### src/rtl/calc_pkg.sv
// Shared definitions for the sequential calculator: function codes, FSM
// state encoding and a small decode helper.
package calc_pkg;

    localparam logic [2:0] FN_ADD = 3'b000;
    localparam logic [2:0] FN_SUB = 3'b001;
    localparam logic [2:0] FN_MUL = 3'b010;
    localparam logic [2:0] FN_DIV = 3'b011;
    localparam logic [2:0] FN_MOD = 3'b100;
    localparam logic [2:0] FN_SQR = 3'b101;

    typedef enum logic [1:0] {
        S_IDLE = 2'd0,
        S_EXEC = 2'd1,
        S_DIV  = 2'd2,
        S_DONE = 2'd3
    } state_t;

    // True for the two functions that go through the iterative divider.
    function automatic logic is_divmod(input logic [2:0] fn);
        return (fn == FN_DIV) || (fn == FN_MOD);
    endfunction

endpackage

### src/rtl/calc_divider.sv
// Restoring divider, one quotient bit per clock. The first step is taken on
// the start cycle itself, so RES_W steps complete RES_W-1 clocks after start
// and valid_o rises the cycle after the last step. The divisor must be held
// stable by the caller for the whole run. rst_n or clear_i aborts a run.
module calc_divider #(
    parameter int RES_W = 32
) (
    input  logic             clk,
    input  logic             rst_n,
    input  logic             clear_i,
    input  logic             start_i,
    input  logic [RES_W-1:0] dividend_i,
    input  logic [RES_W-1:0] divisor_i,
    output logic [RES_W-1:0] quotient_o,
    output logic [RES_W-1:0] remainder_o,
    output logic             valid_o
);

    localparam int CNT_W = $clog2(RES_W) + 1;

    logic [RES_W-1:0] rem_q, rem_d;
    logic [RES_W-1:0] quo_q, quo_d;
    logic [CNT_W-1:0] cnt_q;
    logic             run_q;
    logic             valid_q;

    logic [RES_W-1:0] src_rem;
    logic [RES_W-1:0] src_quo;
    logic [RES_W:0]   trial;
    logic [RES_W-1:0] diff;
    logic             bit_d;

    // One restoring step: shift in the next dividend bit, subtract if it fits.
    always_comb begin
        src_rem = start_i ? '0 : rem_q;
        src_quo = start_i ? dividend_i : quo_q;
        trial   = {src_rem, src_quo[RES_W-1]};
        diff    = trial[RES_W-1:0] - divisor_i;
        rem_d   = trial[RES_W-1:0];
        bit_d   = 1'b0;
        if (trial >= {1'b0, divisor_i}) begin
            rem_d = diff;
            bit_d = 1'b1;
        end
        quo_d = {src_quo[RES_W-2:0], bit_d};
    end

    // Step sequencing and the completion pulse.
    always_ff @(posedge clk) begin
        if (!rst_n || clear_i) begin
            rem_q   <= '0;
            quo_q   <= '0;
            cnt_q   <= '0;
            run_q   <= 1'b0;
            valid_q <= 1'b0;
        end else begin
            valid_q <= 1'b0;
            if (start_i) begin
                rem_q <= rem_d;
                quo_q <= quo_d;
                cnt_q <= CNT_W'(RES_W - 1);
                run_q <= 1'b1;
            end else if (run_q) begin
                rem_q <= rem_d;
                quo_q <= quo_d;
                cnt_q <= cnt_q - CNT_W'(1);
                if (cnt_q == CNT_W'(1)) begin
                    run_q   <= 1'b0;
                    valid_q <= 1'b1;
                end
            end
        end
    end

    assign quotient_o  = quo_q;
    assign remainder_o = rem_q;
    assign valid_o     = valid_q;

endmodule

### src/rtl/calculator_seq.sv
// Sequential push-button calculator with a chained accumulator, a multi-cycle
// divider and a sticky divide-by-zero flag. Optional button lockout is built
// when CALC_BTN_LOCKOUT_EN is defined.
module calculator_seq
    import calc_pkg::*;
#(
    parameter int          IN_W        = 8,
    parameter int          RES_W       = 32,
    parameter int unsigned LOCK_CYCLES = 2097134
) (
    input  logic             clk,
    input  logic             rst_n,
    input  logic             button,
    input  logic             clear,
    input  logic [IN_W-1:0]  num1,
    input  logic [IN_W-1:0]  num2,
    input  logic [2:0]       func,
    output logic [RES_W-1:0] cal_result,
    output logic             busy,
    output logic             done,
    output logic             err_div0,
    output logic             report
);

    state_t           state_q;
    logic             btn_q;
    logic [RES_W-1:0] result_q;
    logic [RES_W-1:0] a_q, a_d;
    logic [RES_W-1:0] b_q, b_d;
    logic [2:0]       func_q;
    logic             busy_q, done_q, err_q, report_q;

    logic             req;
    logic             lock_ok;
    logic             accept;
    logic             div_start;
    logic [RES_W-1:0] div_quo, div_rem;
    logic             div_valid;

    // Button history keeps sampling through clear so a held button is not re-seen.
    always_ff @(posedge clk) begin
        if (!rst_n) btn_q <= 1'b0;
        else        btn_q <= button;
    end

    assign req    = button & ~btn_q;
    assign accept = (state_q == S_IDLE) && req && lock_ok && !clear;

`ifdef CALC_BTN_LOCKOUT_EN
    logic [31:0] lock_cnt_q;

    // Lockout timer: restarts on each accepted request, saturates when ready.
    always_ff @(posedge clk) begin
        if (!rst_n || clear)                lock_cnt_q <= LOCK_CYCLES;
        else if (accept)                    lock_cnt_q <= '0;
        else if (lock_cnt_q != LOCK_CYCLES) lock_cnt_q <= lock_cnt_q + 32'd1;
    end

    assign lock_ok = (lock_cnt_q == LOCK_CYCLES);
`else
    assign lock_ok = 1'b1;
`endif

    // Operand selection: first op takes the switches, chained ops the accumulator.
    always_comb begin
        a_d = report_q ? result_q : {{(RES_W-IN_W){1'b0}}, num1};
        b_d = {{(RES_W-IN_W){1'b0}}, num2};
        if (func == FN_SQR) begin
            a_d = report_q ? result_q : {{(RES_W-IN_W){1'b0}}, num2};
            b_d = a_d;
        end
    end

    assign div_start = (state_q == S_EXEC) && is_divmod(func_q) && (b_q != '0);

    calc_divider #(.RES_W(RES_W)) u_div (
        .clk         (clk),
        .rst_n       (rst_n),
        .clear_i     (clear),
        .start_i     (div_start),
        .dividend_i  (a_q),
        .divisor_i   (b_q),
        .quotient_o  (div_quo),
        .remainder_o (div_rem),
        .valid_o     (div_valid)
    );

    // Main control FSM with registered status outputs.
    always_ff @(posedge clk) begin
        if (!rst_n || clear) begin
            state_q  <= S_IDLE;
            result_q <= '0;
            a_q      <= '0;
            b_q      <= '0;
            func_q   <= FN_ADD;
            busy_q   <= 1'b0;
            done_q   <= 1'b0;
            err_q    <= 1'b0;
            report_q <= 1'b0;
        end else begin
            done_q <= 1'b0;
            case (state_q)
                S_IDLE: begin
                    if (accept) begin
                        a_q     <= a_d;
                        b_q     <= b_d;
                        func_q  <= func;
                        err_q   <= 1'b0;
                        busy_q  <= 1'b1;
                        state_q <= S_EXEC;
                    end
                end
                S_EXEC: begin
                    if (is_divmod(func_q) && (b_q != '0)) begin
                        state_q <= S_DIV;
                    end else begin
                        case (func_q)
                            FN_ADD: begin result_q <= a_q + b_q; report_q <= 1'b1; end
                            FN_SUB: begin result_q <= a_q - b_q; report_q <= 1'b1; end
                            FN_MUL,
                            FN_SQR: begin result_q <= a_q * b_q; report_q <= 1'b1; end
                            FN_DIV,
                            FN_MOD: err_q <= 1'b1;
                            default: ;
                        endcase
                        busy_q  <= 1'b0;
                        done_q  <= 1'b1;
                        state_q <= S_DONE;
                    end
                end
                S_DIV: begin
                    if (div_valid) begin
                        result_q <= (func_q == FN_DIV) ? div_quo : div_rem;
                        report_q <= 1'b1;
                        busy_q   <= 1'b0;
                        done_q   <= 1'b1;
                        state_q  <= S_DONE;
                    end
                end
                default: state_q <= S_IDLE;
            endcase
        end
    end

    assign cal_result = result_q;
    assign busy       = busy_q;
    assign done       = done_q;
    assign err_div0   = err_q;
    assign report     = report_q;

endmodule

### config.mk
export PLATFORM = sky130hd
export DESIGN_NAME = calculator_seq
export DESIGN_NICKNAME = d
export VERILOG_FILES = /design/src/rtl/calc_pkg.sv /design/src/rtl/calc_divider.sv /design/src/rtl/calculator_seq.sv
export SDC_FILE = /design/constraint.sdc
export NUM_CORES = 2
export LEC_CHECK = 0
export BUFFER_PORTS_ARGS = -buffer_cell sky130_fd_sc_hd__clkbuf_2
export CAP_MARGIN = 5
export CORE_MARGIN = 4
export CORE_UTILIZATION = 50
export DETAILED_ROUTE_END_ITERATION = 6
export HOLD_SLACK_MARGIN = 0.06
export PLACE_DENSITY = 0.66
export SYNTH_ARGS = -nofsm -noshare
export SYNTH_HDL_FRONTEND = slang
export SYNTH_HIERARCHICAL = 1
export SYNTH_SLANG_ARGS = --single-unit
export TNS_END_PERCENT = 50
### constraint.sdc
create_clock -name clk -period 21.7 [get_ports clk]
set_input_delay 3.255 -clock clk [delete_from_list [all_inputs] [get_ports clk]]
set_output_delay 3.255 -clock clk [all_outputs]
set_load 0.03 [all_outputs]
==> impl_metrics.yaml <==
pwr:
  ir_worst_vdd_v: 0.0000457
  cellPowerDensity_nw_per_um2: 28.2
  p_seq_frac: 0.397
  intPower_w: 0.000553
  p_sw_frac: 0.341
  combPwrFrac: 0.207
  p_sw_w: 0.000286
  leakage_nw: 13.7
  clkPwrFrac: 0.397
die:
  initial_utilization: 0.508
  design.core.area_sq_um: 55500
  dieWidth_um: 246
  fp.dieH_um: 246
  rows: 86
  die-area_sq_um: 60300
  io_pins: 59
worst_setup_path:
  cp-start-kind: "flop"
  reg2reg_slack_ns: 13.25
  critical_path_class: "flop to flop"
  cp.required_ns: 22.07
  end_kind: "flop"
  cp_max_fo: 24
  crit_slowest_cell: "dfxtp_1"
  timing.critical_path.mode_cell: "fa_1"
  max_stage_delay_ns: 0.96
  cp.arrival_ns: 8.83
  crit_family: "adder cells"
  crit_buf_inv: 4
  worstPathCellList: "and2_1 > fa_1 > fa_1 > fa_1 > inv_1 > fa_1 > inv_1 > fa_1 > inv_1 > fa_1 > inv_1 > fa_1 > fa_1 > ha_1 > a21o_1 > a21oi_1 > nor2b_1 > or2_2 > a221oi_1 > o211ai_1 > o41ai_1 > xor2_1 > a311oi_1"
logic_synthesis:
  synth_ff_type: "dfxtp_1"
  synth_cells: 3406
  ys_warn_count: 6
  synthesis.nets: 4033
  synth.area.top_cells: "fa_1 29%, dfxtp_1 13%, ha_1 8.6%"
  synth_edf_count: 0
  syn_area_per_cell_sq_um: 8.28
  synthArstFlopShare: 0
  synth.distinct_cells: 89
  synth-seq-cells: 178
  synth_top_area_cell: "fa_1"
  synth_sequential_area_ratio: 0.126
  synth.top_cell.area_share: 0.291
  netlist_area_sq_um: 28200
global_route:
  antenna_found_initial: 2
  grt.total_usage: 0.302
  grt_pass1_vias: 24800
  grt_max_degree: 77
  grt_pass1_wl_um: 143000
  grt.overflow.total: 0
clocking:
  cts_inserted_buffers: 17
  clock_sinks: 178
  clk_latency_ns: 0.47
  cts_hold_buf: 0
  clk_path_buf_depth: 2
  h-tree-depth: 4
  clk_pin_slew_ns: 0.09
  cts_tree: "built"
  ctsRootBufferMaster: "clkbuf_16"
  postCtsSetupBuffers: 0
  post_cts_resized: 0
drt:
  vias: 24000
  route.detailed.drc: 0
  post_drt_wl_per_cell_um: 21.8
  wirelength_um: 89300
  antenna_left: 0
  drt_iter0_markers: 2160
  drtPass1Iterations: 5
  viasPerCell: 5.86
timing:
  finalSetupTns_ns: 0
  period_share: 0.389
  tightest_slew_ns: 1.25
  slew_headroom: 0.166
  finalMaxSlewViolations: 0
  period_needed_ns: 8.45
  hold_viol: 0
  finalSetupViolations: 0
  rsz0062_at_grt: "no"
  fmax_ghz: 0.118
  skew_ns: 0.0142
cells_and_area:
  fin_area_sq_um: 29700
  synthToLayoutAreaGrowth_pct: 5.47
  nets: 3960
  layout_commonest_cell: "inv_1"
  layout_common_cells: "444 x inv_1, 433 x nand2_1, 410 x fa_1"
  final_layout_size_suffix_gt1_frac: 0.0577
job:
  maxCapViolations: 0
run_status:
  run_status: "finished clean"
placement:
  place_hpwl_um: 67300
  placed_area_sq_um: 29100
  placement.io_buffers: 58
  place_congestion: 0.975
worst_hold_path:
  hold_path_class: "flop to flop"
[metrics by stage]
| stage | worst slack [ns] | hold WS [ns] | utilization | power [W] | std cells |
|---|---|---|---|---|---|
| detailed placement | 13.39 | 0.460 | 0.524 | 0.000510 | 4062 |
| finish | 13.25 | 0.473 | 0.536 | 0.000839 | 4095 |
| global route | 12.85 | 0.503 | 0.536 | 0.000871 | 4095 |
| floorplan | 14.38 | 0.435 | - | 0.000464 | 3406 |
| CTS | 13.35 | 0.471 | 0.536 | 0.000838 | 4094 |
| global placement | 13.41 | 0.439 | 0.524 | 0.000507 | 4062 |
[worst reg2reg max path, delay by kind of cell (launching register included)]
family	cells	cell delay (ns)
flip-flops	1	0.96
XOR/XNOR	1	0.14
AND/OR/NAND/NOR	3	0.65
adder cells (fa/ha/maj)	9	4.18
AO/OA/AOI/OAI	6	2.21
buffers and inverters	4	0.22
[final timing paths]
kind | startpoint | endpoint | cells after the start
min reg2reg | b_q[10]$_SDFFE_PP0P_ | b_q[10]$_SDFFE_PP0P_ | 2
max | a_q[11]$_SDFFE_PP0P_ | cal_result[30]$_SDFFE_PP0P_ | 23
min | b_q[10]$_SDFFE_PP0P_ | b_q[10]$_SDFFE_PP0P_ | 2
max reg2reg | a_q[11]$_SDFFE_PP0P_ | cal_result[30]$_SDFFE_PP0P_ | 23
[power by group through the flow]
| stage | clock network (W) | logic, W | registers [W] |
|---|---|---|---|
| floorplan | 0 | 0.000123 | 0.000341 |
| global placement | 0 | 0.000167 | 0.000340 |
| detailed placement | 0 | 0.000169 | 0.000340 |
| CTS | 0.000336 | 0.000170 | 0.000333 |
| global route | 0.000351 | 0.000187 | 0.000333 |
| finish | 0.000333 | 0.000173 | 0.000333 |
[flip-flops by register name (all words and copies together) (netlist names)]
register           cells
a_q                   32
b_q                   32
cal_result            32
u_div/quotient_o      32
u_div/remainder_o     32
u_div/cnt_q            6
func_q                 3
state_q                2
btn_q                  1
busy                   1
done                   1
err_div0               1
report                 1
u_div/run_q            1
u_div/valid_o          1
[logic make-up after synthesis]
family / synth area share
adder cells (fa/ha/maj): 0.377
flip-flops: 0.126
XOR/XNOR: 0.0487
multiplexers: 0.0238
AND/OR/NAND/NOR: 0.207
buffers and inverters: 0.0885
AO/OA/AOI/OAI: 0.129
[routing by layer]
| metal | share of wire | GRT usage | vias to the layer above |
|---|---|---|---|
| met5 | 0 | 0 | - |
| met1 | 0.42 | 0.410 | 12000 |
| li1 | - | - | 10800 |
| met3 | 0.074 | 0.0388 | 218 |
| met2 | 0.46 | 0.495 | 1014 |
| met4 | 0.043 | 0.114 | 0 |
[final cells by class]
cell class	count	area (sq um)
antenna	1	2.50
clock buffer	17	425
clock inverter	15	201
fill	5301	25800
inverter	444	1670
multi-input combinational	2571	22200
sequential	178	3570
tap	748	936
timing repair buffer	121	763
[synth_stat cells, types with 10 or more instances]
| cell type | n |
|---|---|
| fa_1 | 410 |
| o31ai_1 | 13 |
| mux2i_1 | 67 |
| a31oi_1 | 24 |
| and2_1 | 315 |
| o21a_1 | 15 |
| clkbuf_1 | 186 |
| nor2b_1 | 45 |
| and3_1 | 15 |
| a21oi_1 | 213 |
| a22oi_1 | 10 |
| nand4_1 | 13 |
| o21bai_1 | 12 |
| a211oi_1 | 34 |
| a21o_1 | 37 |
| xnor2_1 | 107 |
| inv_1 | 444 |
| ha_1 | 194 |
| buf_1 | 20 |
| nand3_1 | 70 |
| xor2_1 | 48 |
| o211ai_1 | 16 |
| o21ai_0 | 82 |
| nor3_1 | 35 |
| nand2b_1 | 19 |
| nor2_1 | 174 |
| a211o_1 | 11 |
| dfxtp_1 | 178 |
| nand2_1 | 433 |
No activity file was read; power rests on OpenSTA's default activity.
